<file path="src/rtl/lsu_mem_master.sv">
// MEM-stage load/store master for a word-only data memory: lane extract/extend on loads,
// read-modify-write for sub-word stores. Sub-word support is built only with LSU_SUBWORD_EN.
module lsu_mem_master #(
  parameter int unsigned DM_WORDS = 1024
) (
  input  logic        Clock,
  input  logic        Reset,
  input  logic        req_valid,
  input  logic        req_write,
  input  logic [1:0]  req_size,
  input  logic        req_signed,
  input  logic [31:0] req_addr,
  input  logic [31:0] req_wdata,
  input  logic [31:0] req_pc,
  output logic        busy,
  output logic        resp_valid,
  output logic [31:0] resp_rdata,
  output logic        fault,
  output logic        mem_read,
  output logic        mem_write,
  output logic [31:0] mem_addr,
  output logic [31:0] mem_wdata,
  output logic [31:0] mem_pc,
  input  logic [31:0] mem_rdata
);

  // state    | meaning
  // S_IDLE   | waiting for req_valid; fault check on the incoming request
  // S_RD     | memory read for a load, extended lane captured into resp_rdata
  // S_RMW_RD | read of the word a sub-word store will merge into
  // S_WR     | memory write of a full word
  // S_RESP   | one-cycle resp_valid
`ifdef LSU_SUBWORD_EN
  typedef enum logic [2:0] {S_IDLE, S_RD, S_RMW_RD, S_WR, S_RESP} state_t;
`else
  typedef enum logic [2:0] {S_IDLE, S_RD, S_WR, S_RESP} state_t;
`endif

  state_t      r_state;
  state_t      w_state_nxt;
  logic [29:0] r_addr_w;
  logic [31:0] r_wdata;
  logic [31:0] r_pc;
  logic [31:0] r_resp_rdata;
  logic        r_fault;

  logic        w_accept;
  logic        w_bad_size;
  logic        w_misalign;
  logic        w_range;
  logic        w_req_fault;
  logic [31:0] w_load;
  logic [31:0] w_wr_word;

`ifdef LSU_SUBWORD_EN
  logic [1:0]  r_off;
  logic [1:0]  r_size;
  logic        r_signed;
  logic [31:0] r_merge;
  logic [7:0]  w_lane8;
  logic [15:0] w_lane16;
  logic [31:0] w_merged;
`else
  logic        w_unused_ok;
  assign w_unused_ok = req_signed;
`endif

  assign w_accept = (r_state == S_IDLE) && req_valid;

  always_comb begin
`ifdef LSU_SUBWORD_EN
    w_bad_size = (req_size == 2'b11);
    w_misalign = ((req_size == 2'b01) && req_addr[0]) ||
                 ((req_size == 2'b10) && (req_addr[1:0] != 2'b00));
`else
    w_bad_size = (req_size != 2'b10);
    w_misalign = (req_addr[1:0] != 2'b00);
`endif
    w_range     = ({2'b00, req_addr[31:2]} >= DM_WORDS);
    w_req_fault = w_bad_size || w_misalign || w_range;
  end

  always_comb begin
    w_state_nxt = r_state;
    case (r_state)
      S_IDLE: begin
        if (req_valid) begin
          if (w_req_fault)
            w_state_nxt = S_RESP;
          else if (!req_write)
            w_state_nxt = S_RD;
`ifdef LSU_SUBWORD_EN
          else if (req_size != 2'b10)
            w_state_nxt = S_RMW_RD;
`endif
          else
            w_state_nxt = S_WR;
        end
      end
      S_RD:     w_state_nxt = S_RESP;
`ifdef LSU_SUBWORD_EN
      S_RMW_RD: w_state_nxt = S_WR;
`endif
      S_WR:     w_state_nxt = S_RESP;
      S_RESP:   w_state_nxt = S_IDLE;
      default:  w_state_nxt = S_IDLE;
    endcase
  end

`ifdef LSU_SUBWORD_EN
  always_comb begin
    w_lane8 = mem_rdata[7:0];
    case (r_off)
      2'd0: w_lane8 = mem_rdata[7:0];
      2'd1: w_lane8 = mem_rdata[15:8];
      2'd2: w_lane8 = mem_rdata[23:16];
      2'd3: w_lane8 = mem_rdata[31:24];
      default: w_lane8 = mem_rdata[7:0];
    endcase
    w_lane16 = r_off[1] ? mem_rdata[31:16] : mem_rdata[15:0];
    case (r_size)
      2'b00:   w_load = {{24{r_signed & w_lane8[7]}}, w_lane8};
      2'b01:   w_load = {{16{r_signed & w_lane16[15]}}, w_lane16};
      default: w_load = mem_rdata;
    endcase
  end

  // Target lane replaced from the right-aligned store data, other lanes kept from the read.
  always_comb begin
    w_merged = r_merge;
    if (r_size == 2'b00) begin
      case (r_off)
        2'd0: w_merged[7:0]   = r_wdata[7:0];
        2'd1: w_merged[15:8]  = r_wdata[7:0];
        2'd2: w_merged[23:16] = r_wdata[7:0];
        2'd3: w_merged[31:24] = r_wdata[7:0];
        default: w_merged = r_merge;
      endcase
    end else if (r_off[1]) begin
      w_merged[31:16] = r_wdata[15:0];
    end else begin
      w_merged[15:0] = r_wdata[15:0];
    end
    w_wr_word = (r_size == 2'b10) ? r_wdata : w_merged;
  end
`else
  assign w_load    = mem_rdata;
  assign w_wr_word = r_wdata;
`endif

  always_ff @(posedge Clock) begin
    if (Reset) begin
      r_state      <= S_IDLE;
      r_addr_w     <= '0;
      r_wdata      <= '0;
      r_pc         <= '0;
      r_resp_rdata <= '0;
      r_fault      <= 1'b0;
`ifdef LSU_SUBWORD_EN
      r_off        <= '0;
      r_size       <= '0;
      r_signed     <= 1'b0;
      r_merge      <= '0;
`endif
    end else begin
      r_state <= w_state_nxt;
      if (w_accept) begin
        r_addr_w <= req_addr[31:2];
        r_wdata  <= req_wdata;
        r_pc     <= req_pc;
`ifdef LSU_SUBWORD_EN
        r_off    <= req_addr[1:0];
        r_size   <= req_size;
        r_signed <= req_signed;
`endif
      end
      // Response registers change only on the edge entering S_RESP, so they hold otherwise.
      if (w_accept && w_req_fault) begin
        r_resp_rdata <= '0;
        r_fault      <= 1'b1;
      end
      if (r_state == S_RD) begin
        r_resp_rdata <= w_load;
        r_fault      <= 1'b0;
      end
      if (r_state == S_WR) begin
        r_resp_rdata <= '0;
        r_fault      <= 1'b0;
      end
`ifdef LSU_SUBWORD_EN
      if (r_state == S_RMW_RD)
        r_merge <= mem_rdata;
`endif
    end
  end

  assign busy       = (r_state != S_IDLE);
  assign resp_valid = (r_state == S_RESP);
  assign resp_rdata = r_resp_rdata;
  assign fault      = r_fault;
`ifdef LSU_SUBWORD_EN
  assign mem_read   = (r_state == S_RD) || (r_state == S_RMW_RD);
`else
  assign mem_read   = (r_state == S_RD);
`endif
  assign mem_write  = (r_state == S_WR);
  assign mem_addr   = busy ? {r_addr_w, 2'b00} : 32'h0;
  assign mem_pc     = busy ? r_pc : 32'h0;
  assign mem_wdata  = mem_write ? w_wr_word : 32'h0;

endmodule

</file>
<file path="config.mk">
export PLATFORM = sky130hd
export DESIGN_NAME = lsu_mem_master
export DESIGN_NICKNAME = d
export VERILOG_FILES = /design/src/rtl/lsu_mem_master.sv
export SDC_FILE = /design/constraint.sdc
export NUM_CORES = 1
export LEC_CHECK = 0
export ABC_AREA = 1
export BUFFER_PORTS_ARGS = -buffer_cell sky130_fd_sc_hd__buf_2
export CAP_MARGIN = 30
export CORE_ASPECT_RATIO = 1.2
export CORE_MARGIN = 3
export CORE_UTILIZATION = 42
export CTS_BUF_LIST = sky130_fd_sc_hd__clkbuf_8 sky130_fd_sc_hd__clkbuf_16
export DETAILED_ROUTE_END_ITERATION = 10
export PLACE_DENSITY = 0.76
export SLEW_MARGIN = 5
export SYNTH_ARGS = -nofsm -noshare
export SYNTH_HDL_FRONTEND = slang
export SYNTH_SLANG_ARGS = --single-unit
</file>
<file path="constraint.sdc">
create_clock -name Clock -period 1.55 [get_ports Clock]
set_input_delay 0.31 -clock Clock [delete_from_list [all_inputs] [get_ports Clock]]
set_output_delay 0.31 -clock Clock [all_outputs]
set_load 0.02 [all_outputs]
</file>
* After elaboration in Yosys (flattened, before gate mapping) *
Cells that the tools add are included.

storage, ports and cells
  register bits = 130
  input port bits = 135
  word-level logic and storage cells = 32
  output and inout bits = 133

operators by class
  reductions and logical operators = 11
  muxes and demuxes = 9
  magnitude comparators = 1
  equality and inequality tests = 5

operators with widths
  operator                                                              number
  2-to-1 mux 32 bit                                                     5
  greater-or-equal comparator 30 x 11 -> 1 bit (second input constant)  1
  == test 3 x 2 -> 1 bit (second input constant)                        2
  case mux 3 bit (2 select lines)                                       1
  2-to-1 mux 2 bit                                                      2
  != test 2 bit (second input constant)                                 2
  nonzero test 2 bit                                                    2
  OR reduction 2 bit                                                    2
  == test 3 x 1 -> 1 bit (second input constant)                        1
  zero test 3 bit                                                       1
  2-to-1 mux 3 bit                                                      1
  nonzero test 3 bit                                                    1
  OR reduction 3 bit                                                    1
  logical AND 1 bit                                                     2
  logical OR 1 bit                                                      2

* Logic depth before layout (Yosys ltp) *
Gate-level depths: netlist (run 1).

  word-level depth = 6
  gate-level depth with buffers = 9
  gate-level depth less buffers = 9

* Worst setup path before layout (run 1) *
OpenSTA, ideal clock, no wires.

  path kind = register to output
  start point = register r_state[0]
  end point = output mem_wdata[10]
  required time = 1.240 ns
  stages on the path, launching flop included = 7
  data arrival time = 1.365 ns
  setup slack = -0.125 ns
  path buffers = 2
  path through = dfxtp_1 -> inv_1 -> ha_1 -> clkbuf_1 -> clkbuf_1 -> nand2_1 -> inv_1

between the ends
  longest elaborated chain between the ends = 2

RTL lines
  item                    RTL line  text
  start, declared         39        state_t r_state;
  start signal, assigned  166       r_state <= w_state_nxt;
  == test 3 x 2 -> 1 bit  206       assign mem_write = (r_state == S_WR);
  named net mem_write     20        output logic mem_write,
  2-to-1 mux 32 bit       209       assign mem_wdata = mem_write ? w_wr_word : 32'h0;
  end, declared           22        output logic [31:0] mem_wdata,

The timed path passes the listed nets, and every way through them passes these cells.

* Worst setup path after layout (run 1) *
  start point = register r_state[0]
  end point = output mem_addr[21]

between the ends
  longest elaborated chain between the ends = 2

RTL lines
  item                RTL line  text
  nonzero test 3 bit  197       assign busy = (r_state != S_IDLE);
  2-to-1 mux 32 bit   207       assign mem_addr = busy ? {r_addr_w, 2'b00} : 32'h0;
  end, declared       21        output logic [31:0] mem_addr,

No other way between the ends.

==> results of run 1 <==
power by group:
| group | switching (mW) | internal [mW] | leakage [nW] |
|---|---|---|---|
| clock network | 1.44 | 3.06 | 0.335 |
| registers | 0.352 | 4.15 | 1.06 |
| logic | 4.64 | 3.30 | 2.71 |
worst min-delay path, delay by kind of cell:
kind / cells / cell delay [ns]
compound gates: 1 / 0.06
buf+inv: 1 / 0.07
simple gates: 1 / 0.07
path summary, 6_finish.rpt:
check | endpoint | slack [ns]
hold reg to reg | r_pc[27] | 0.45
setup reg to reg | fault | 0.02
hold / removal | r_wdata[2] | 0.13
setup / recovery | mem_addr[21] | -0.27
logic make-up (layout without fill, tap and decap cells):
group           Yosys count  count (layout)
compound gates          191             191
other cells               1               2
flops                   129             129
simple gates            260             263
fa+ha+maj                 4               4
buf+inv                 160             436
registers in the layout, summed over array words and instances (netlist names):
name        count
r_pc           32
r_addr_w       30
fault           1
resp_rdata     32
r_state         2
r_wdata        32
stage by stage:
stage / hold WS [ns] / std cells / instance area [µm²] / power, mW
floorplan: 0.379 / 746 / 5680 / 8.52
global placement: 0.438 / 1138 / 7160 / 10.2
detailed placement: 0.442 / 1138 / 7160 / 10.3
CTS: 0.109 / 1175 / 8220 / 15.7
global route: 0.135 / 1189 / 8840 / 17.9
finish: 0.132 / 1189 / 8840 / 16.9
layer usage:
metal,track usage,wire length (µm)
met5,0,0
met2,0.374,9920
met4,0.0681,336
met1,0.230,6650
met3,0.0568,1230
cell usage after synthesis (2+ instances only):
library cell / instances
nand2_1: 78
nor2_1: 138
buf_4: 3
clkbuf_8: 3
clkbuf_2: 2
o21ai_1: 43
clkbuf_1: 27
inv_1: 100
nand3_1: 2
dlygate4sd1_1: 3
buf_12: 3
buf_2: 15
dfxtp_1: 129
nand4_1: 2
o21ai_0: 51
a21oi_2: 30
nand3_2: 30
inv_2: 2
a21oi_1: 67
nor2_2: 2
ha_1: 4
nor2_4: 3
layout make-up:
type | instances | share of cell area
clock inverters | 10 | 0.0202
clock buffers | 22 | 0.0559
inverters | 103 | 0.0461
repair buffers | 301 | 0.265
well taps | 164 | 0.0232
flip-flops and latches | 129 | 0.292
multi-input cells | 460 | 0.298
repair_timing:
| item | CTS | global route |
|---|---|---|
| endpoints found under the setup margin | 98 | 168 |
| hold endpoints to repair | 0 | 0 |
| gates cloned | 2 | 10 |
| gates resized for setup | 106 | 155 |
| pin swaps | 4 | 9 |
| setup buffers | 3 | 6 |
| hold buffers | 0 | 0 |
==> key figures, run 1 <==
Outcome
  – Status: complete, but fails checks
  – Failing checks: negative setup slack

Setup path
  – Worst Path Arrival: 1.51 ns
  – Max stage delay cell, worst path: dfxtp_2
  – Setup crit end kind: primary output
  – Largest stage delay on the critical path: approximately 0.36 ns
  – Setup CP Type: reg -> out
  – Crit Reg-Reg Startpoint: r_state[0]
  – Worst setup path startpoint: r_state[0]
  – FF-to-FF path depth: 8
  – Stages on the worst setup path: 5
  – CP max FO: 21
  – Crit-path cells: inv_4 > ha_4 > buf_16 > nor2_1 > buf_4
  – Buf+Inv Stages, Crit Path: 3
  – CP delay by family, top: buffers and inverters
  – CP Launch Type: flip-flop
  – Worst Path Required: 1.24 ns

Power and ir drop
  – Pwr/cell area: approximately 1900 mW/mm²
  – Lkg Pwr: between 4 and 5 nW
  – Max VDD drop: 1.28 mV

Timing
  – Post-route setup slack: -0.272 ns
  – RSZ-0062 raised after global routing: yes
  – Post-route clock period utilization: 1.18
  – Crit path time final: ~1.8 ns
  – F_max: between 0.5 and 0.6 GHz
  – Max Clock Skew: 0.00408 ns
  – Hold Fails Final Rpt: 0
  – Final count of negative-setup-slack endpoints: 97
  – Slew Limit Fails: 0
  – Setup TNS: -22.16 ns

Yosys
  – Mux contribution to synthesized area: 0
  – Async SR Flop Fraction: 0
  – Xor-xnor portion of the synthesized cell area: 0
  – Synth warn: 0
  – Mapped cell area: 0.00567 mm²
  – Share of the synthesized area in the top cell type: 0.456
  – Synth Instances: 745
  – Yosys cell types: 30
  – Post-synthesis compound-gate area fraction: 0.188
  – Simple-gate share of the synthesized area: 0.218
  – Post-synth EDFFs: 0
  – Area leader, netlist: dfxtp_1
  – Sequential-to-total area share from yosys stat: 0.456
  – Syn_area_per_cell: around 7.6 µm²
  – Combinational family with the most area after synthesis: simple AND/OR/NAND/NOR gates
  – Synth Area in Adders: 0.00883
  – Most used flip-flop cell after synthesis: dfxtp_1
  – Yosys reg bits: 129
  – Top cells by area, synth: dfxtp_1 (46%), nor2_1 (9.1%), inv_1 (6.6%)

Die
  – Num ports: 268
  – Die ar.: roughly 0.015 mm²
  – Die height: ~130 µm
  – Starting Density: 0.438
  – Chip width: 112 µm
  – Std-Cell Rows: 45
  – CORE AREA: 0.0129 mm²

GRT
  – Vias in the first global route: 5254
  – Initial antenna violation count: 0
  – First-pass GRT wire length: 25100 µm
  – Gr usage total: 0.205
  – GR Overflow Total: 0
  – Largest net degree at the start of global routing: 57

Cells and area
  – Commonest non-fill, non-tap cell in the layout: buf_2
  – Ratio of cells with drive above 1 in the final layout: 0.457
  – Area Overhead vs Synth: 56.0%
  – Register area: 0.00258 mm²
  – Diode count: 0
  – Final net count: 1151
  – Area of the multi-input gates: between 0.002 and 0.003 mm²
  – Highest-count cells in the layout ignoring fill and taps: buf_2 (172), dfxtp_1 (127), nor2_1 (116)
  – Fin util: 0.683
  – FILL cells: 1049

Clock tree
  – Clk_lat worst skew: 0.41 ns
  – Sink Count: 129
  – Clock root cell: clkbuf_16
  – H-tree depth: 4
  – Clock-pin slew on the worst setup and hold paths: 0.06 ns
  – CTS tree: built
  – CTS Buf Count: 17
  – Clock Path Buffers: 2

Placed design
  – Final Wtd Congestion: 0.812
  – DP HPWL: roughly 11000 µm
  – Dpl ws: roughly 0.024 ns
  – Port bufs: 264

Min path
  – Hold WC Path Type: in -> reg
  – Hold path depth: 3
  – Hold_sp: req_wdata[2]

Detailed routing
  – Antenna-violating nets left: 0
  – Drt wl/cell: 15.3 µm
  – Drt total wl: approximately 18000 µm
  – DR vias/cell: 4.90
  – DRT Pass-1 Iters: 5
  – Drt initial violations: 323
  – DR vias: 5832
  – DRC Markers: 0

Run
  – Max cap viols: 0
(Power assumes the default switching activity.)
==> run 2, diff against run 1 <==
--- a/config.mk
+++ b/config.mk
@@ -9,11 +9,12 @@
 export BUFFER_PORTS_ARGS = -buffer_cell sky130_fd_sc_hd__buf_2
 export CAP_MARGIN = 30
 export CORE_ASPECT_RATIO = 1.2
-export CORE_MARGIN = 3
 export CORE_UTILIZATION = 42
 export CTS_BUF_LIST = sky130_fd_sc_hd__clkbuf_8 sky130_fd_sc_hd__clkbuf_16
+export CTS_CLUSTER_SIZE = 40
 export DETAILED_ROUTE_END_ITERATION = 10
 export PLACE_DENSITY = 0.76
+export SETUP_SLACK_MARGIN = 0.5
 export SLEW_MARGIN = 5
 export SYNTH_ARGS = -nofsm -noshare
 export SYNTH_HDL_FRONTEND = slang
==> run 2 against run 1 <==
Compared with the run above: the flow still finishes with violations (negative setup slack); critical endpoint is now mem_pc[14]; highest routed layer unchanged; die area shrank 6.5%; global-route usage increased by 5.7 points; clock skew rose by 0.0073 ns; final area rose by 31%; critical path depth up 1; non-clock buffer count grew 69; total power grew 34%; sequential cell count unchanged.
==> key figures, run 2 (same netlist as run 1, synthesis figures left out) <==
Run
  – Max cap viols: 0

Cells and area
  – Non-Filler Instances: 1264
  – Highest-count cells in the layout ignoring fill and taps: buf_6 (149), buf_2 (136), dfxtp_1 (94)
  – Fin util: 0.877
  – Final net count: ~1200
  – Diode count: 0
  – Ratio of cells with drive above 1 in the final layout: 0.707
  – Commonest non-fill, non-tap cell in the layout: buf_6
  – Area Overhead vs Synth: 104%

Clock tree
  – Clk_lat worst skew: approximately 0.42 ns
  – CTS tree: built
  – CTS Buf Count: 17
  – Clock Path Buffers: 2
  – Clock root cell: clkbuf_16
  – H-tree depth: 4
  – Sink Count: 129
  – Clock-pin slew on the worst setup and hold paths: 0.06 ns
  – Hold buffer count at cts: 0

Setup path
  – Worst Path Arrival: 1.59 ns
  – Setup crit end kind: primary output
  – Setup CP Type: reg -> out
  – CP max FO: 6
  – CP Launch Type: flip-flop
  – Worst Path Required: 1.24 ns

Die
  – Starting Density: 0.430
  – Std-Cell Rows: 46
  – Chip width: 108 µm
  – Num ports: 268
  – Die height: 129 µm
  – CORE AREA: about 0.013 mm²
  – Die ar.: approximately 0.014 mm²

Detailed routing
  – Antenna-violating nets left: 0
  – Drt wl/cell: 21.2 µm
  – DRC Markers: 0
  – DRT Pass-1 Iters: 4
  – DR vias: between 6000 and 7000
  – DR vias/cell: 5.42
  – Drt total wl: 26800 µm
  – Drt initial violations: 450

Outcome
  – Status: complete, but fails checks
  – Failing checks: negative setup slack

Power and ir drop
  – Max VDD drop: 1.10 mV
  – Power Total: 22.7 mW
  – Pwr/cell area: 1960 mW/mm²
  – Lkg Pwr: 5.08 nW

Placed design
  – Port bufs: 264
  – Final Wtd Congestion: 0.790
  – # placed instances: 1143
  – DP HPWL: 10600 µm

GRT
  – Initial antenna violation count: 0
  – Vias in the first global route: approximately 5800
  – Largest net degree at the start of global routing: 52
  – GR Overflow Total: 0
  – Gr usage total: 0.263
  – First-pass GRT wire length: 28200 µm

Timing
  – Max Clock Skew: 0.0114 ns
  – Setup TNS: -45.43 ns
  – Hold Fails Final Rpt: 0
  – Crit path time final: between 1.5 and 2 ns
  – Post-route clock period utilization: 1.23
  – Slew Limit Fails: 0
  – Final count of negative-setup-slack endpoints: ~230
  – F_max: 0.526 GHz
  – RSZ-0062 raised after global routing: yes
  – Post-route setup slack: -0.352 ns
  – Hold WS: approximately 0.12 ns

Min path
  – Hold WC Path Type: in -> reg
## run 2: through the flow
stage                     cell area, µm²  setup WS (ns)
after floorplan                     6200         0.0304
after global placement              7550         0.0550
after detailed placement            7550         0.0251
after CTS                           9710         -0.341
after global routing               11600         -0.398
final                              11600         -0.352
## run 2: what timing repair did
action,CTS,global route
pin swaps,36,52
gates resized for setup,329,331
endpoints found under the hold margin,0,0
setup endpoints to repair,260,260
cloned,12,18
buffers inserted,17,42
## run 2: final timing paths
| check | startpoint | endpoint | slack [ns] | depth (start not counted) |
|---|---|---|---|---|
| setup reg to reg | r_state[1] | r_pc[15] | -0.27 | 11 |
| hold / removal | req_wdata[0] | r_wdata[0] | 0.12 | 3 |
| setup / recovery | r_state[1] | mem_pc[14] | -0.35 | 6 |
| hold reg to reg | resp_rdata[20] | resp_rdata[20] | 0.47 | 2 |
## run 2: layout make-up
cell class	count	area, µm²
Clock inverter	15	241
Fill cell	542	1620
Multi-Input combinational cell	462	3840
Sequential cell	129	2630
Inverter	103	472
Timing Repair Buffer	370	3750
Tap cell	168	210
Clock buffer	17	425
## run 2: worst max-delay path: stages (launching register included)
cell and delay, ns:
dfxtp_4 0.37, inv_4 0.05, ha_4 0.20, buf_12 0.15, buf_16 0.15, nor2_4 0.13
buf_6 0.13
## run 2: layer usage
metal  share of wire  global-route usage  wire length, µm  vias to the layer above
met5               0                   0                0                        -
met4           0.051               0.127             1370                        0
met3           0.066              0.0770             1760                      102
met2            0.54               0.477            14400                      366
met1            0.35               0.275             9250                     3346
li1                -                   -                -                     3034
## run 2: where the power goes
group	switching (mW)	internal [mW]
registers	0.526	4.19
logic	7.20	6.15
clock network	1.59	3.01
total	9.32	13.3
==> run 3, diff against run 2 <==
--- a/config.mk
+++ b/config.mk
@@ -15,6 +15,7 @@
 export DETAILED_ROUTE_END_ITERATION = 10
 export PLACE_DENSITY = 0.76
 export SETUP_SLACK_MARGIN = 0.5
+export SKIP_LAST_GASP = 1
 export SLEW_MARGIN = 5
 export SYNTH_ARGS = -nofsm -noshare
 export SYNTH_HDL_FRONTEND = slang
==> run 3 against run 2 <==
Compared with the run above: the run still ends with negative setup slack left; largest cell class unchanged; total power is 2.4% higher; global-route usage is 0.21 points lower; worst setup slack worse by 0.011 ns; register-to-register slack hardly changed; sequential cell count stayed put; final cell count is 0.87% higher.
==> key figures, run 3 (same netlist as run 1, synthesis figures left out) <==
Setup path
  – Crit-path cells: inv_4 > ha_4 > buf_12 > buf_16 > nor2_4 > buf_6
  – CP max FO: 6
  – CP delay by family, top: buffers and inverters
  – Largest stage delay on the critical path: 0.38 ns
  – Worst Path Required: about 1.2 ns
  – CP Launch Type: flip-flop
  – Critical R2R Capture: resp_rdata[0]
  – Worst Path Arrival: 1.60 ns
  – R2R setup slack: -0.27 ns
  – Setup crit end kind: primary output
  – Setup CP Type: reg -> out
  – Max stage delay cell, worst path: dfxtp_4
  – Crit Reg-Reg Startpoint: r_state[1]
  – Buf+Inv Stages, Crit Path: 4
  – FF-to-FF path depth: 10

Cells and area
  – Area Overhead vs Synth: 109%
  – FILL cells: 516
  – Area of the multi-input gates: 0.00393 mm²
  – Ratio of cells with drive above 1 in the final layout: 0.711
  – Commonest non-fill, non-tap cell in the layout: buf_6
  – Register area: 0.00263 mm²
  – Final net count: 1231
  – Highest-count cells in the layout ignoring fill and taps: buf_6 (157), buf_2 (133), dfxtp_1 (94)
  – Non-Filler Instances: about 1300

Clock tree
  – Clock-pin slew on the worst setup and hold paths: 0.06 ns
  – CTS tree: built
  – Sink Count: 129
  – Clk_lat worst skew: 0.42 ns
  – CTS Buf Count: 17
  – Clock Path Buffers: 2
  – H-tree depth: 4
  – Clock root cell: clkbuf_16

Min path
  – Hold_sp: req_wdata[18]
  – Hold path depth: 3
  – Worst hold endpoint: r_wdata[18]
  – Hold WC Path Type: in -> reg

Timing
  – Hold WS: about 0.13 ns
  – Final count of negative-setup-slack endpoints: 226
  – F_max: ~0.52 GHz
  – Crit path time final: 1.91 ns
  – RSZ-0062 raised after global routing: yes
  – Slew Limit Fails: 0
  – Post-route clock period utilization: 1.23
  – Max Clock Skew: 0.00660 ns
  – Post-route setup slack: -0.363 ns
  – Hold Fails Final Rpt: 0
  – Setup TNS: -48.52 ns

Die
  – Die height: ~130 µm
  – Std-Cell Rows: 46
  – Starting Density: 0.430
  – Chip width: roughly 110 µm
  – Die ar.: about 0.014 mm²
  – Num ports: 268
  – CORE AREA: about 0.013 mm²

Placed design
  – Port bufs: 264
  – DP HPWL: 10600 µm
  – # placed instances: 1143
  – Final Wtd Congestion: 0.790

Outcome
  – Status: complete, but fails checks
  – Failing checks: negative setup slack

Detailed routing
  – Antenna-violating nets left: 0
  – DRC Markers: 0
  – Drt wl/cell: about 21 µm
  – DRT Pass-1 Iters: 5
  – Drt total wl: 27300 µm
  – DR vias: a little under 7000
  – Drt initial violations: 337
  – DR vias/cell: 5.45

GRT
  – Initial antenna violation count: 1
  – GR Overflow Total: 0
  – Vias in the first global route: 5719
  – First-pass GRT wire length: 28000 µm
  – Gr usage total: 0.260
  – Largest net degree at the start of global routing: 52

Power and ir drop
  – Lkg Pwr: roughly 5.2 nW
  – Max VDD drop: 1.18 mV
  – Pwr/cell area: 1960 mW/mm²

Run
  – Max cap viols: 0
[run 3: cell count changes in the layout (fill, tap and decap cells not counted), moves of 5 or more]
cell | previous run | this run
nor2_2 | 4 | 9
o21ai_1 | 3 | 18
a21oi_4 | 1 | 6
buf_6 | 149 | 157
nand2_4 | 24 | 30
o21ai_2 | 76 | 61
nand2_2 | 9 | 3
a21oi_1 | 35 | 27
nor2_1 | 73 | 65
[run 3: cell type report]
type,instances,area share
clock buffer,17,0.0359
sequential,129,0.223
inverter,103,0.0399
tap,168,0.0178
clock inverter,15,0.0204
multi-input combinational,462,0.332
antenna,2,0.000423
timing repair inverter,1,0.00169
timing repair buffer,378,0.330
[run 3: power by group]
part           total, mW  internal [mW]  switching [mW]
logic               13.9           6.43            7.44
clock network       4.61           3.01            1.59
registers           4.74           4.19           0.549
total               23.2           13.6            9.58
[run 3: worst max-delay path by stage]
stage	start	to	slack [ns]	depth (start not counted)
floorplan	r_state[0]	mem_addr[16]	0.03	5
global route	r_state[1]	mem_pc[12]	-0.41	6
global placement	req_addr[29]	resp_rdata[0]	0.05	8
detailed placement	req_addr[31]	resp_rdata[31]	0.03	8
finish	r_state[1]	mem_pc[12]	-0.36	6
CTS	r_state[1]	mem_pc[20]	-0.34	6
[run 3: per-layer routing]
layer / vias to the layer above / GRT usage / part of all wire
li1: 3059 / - / -
met1: 3336 / 0.276 / 0.34
met2: 420 / 0.471 / 0.52
met3: 132 / 0.0755 / 0.070
met4: 0 / 0.124 / 0.062
met5: - / 0 / 0
[run 3: repair_timing]
item / 4_1_cts / 5_1_grt
setup buffers: 17 / 45
setup endpoints to repair: 260 / 260
gates cloned: 12 / 24
gates resized for setup: 274 / 422
pin swaps: 35 / 65
hold buffers: 0 / 0
[run 3: worst reg2reg max path: stages, from the launching register on]
cell	delay [ns]
dfxtp_4	0.38
inv_4	0.05
ha_4	0.20
buf_12	0.16
buf_12	0.14
nand2_8	0.16
clkinv_16	0.11
buf_12	0.14
nand2_8	0.11
nand3_2	0.11
a21oi_2	0.18
[run 3: per-stage QoR]
step | setup WS [ns] | utilization | instance area (µm²) | power, mW
finish | -0.363 | 0.898 | 11800 | 23.2
global route | -0.408 | 0.898 | 11800 | 23.9
global placement | 0.0550 | 0.573 | 7550 | 11.0
CTS | -0.341 | 0.728 | 9600 | 18.8
floorplan | 0.0304 | - | 6200 | 9.61
detailed placement | 0.0251 | 0.573 | 7550 | 11.1
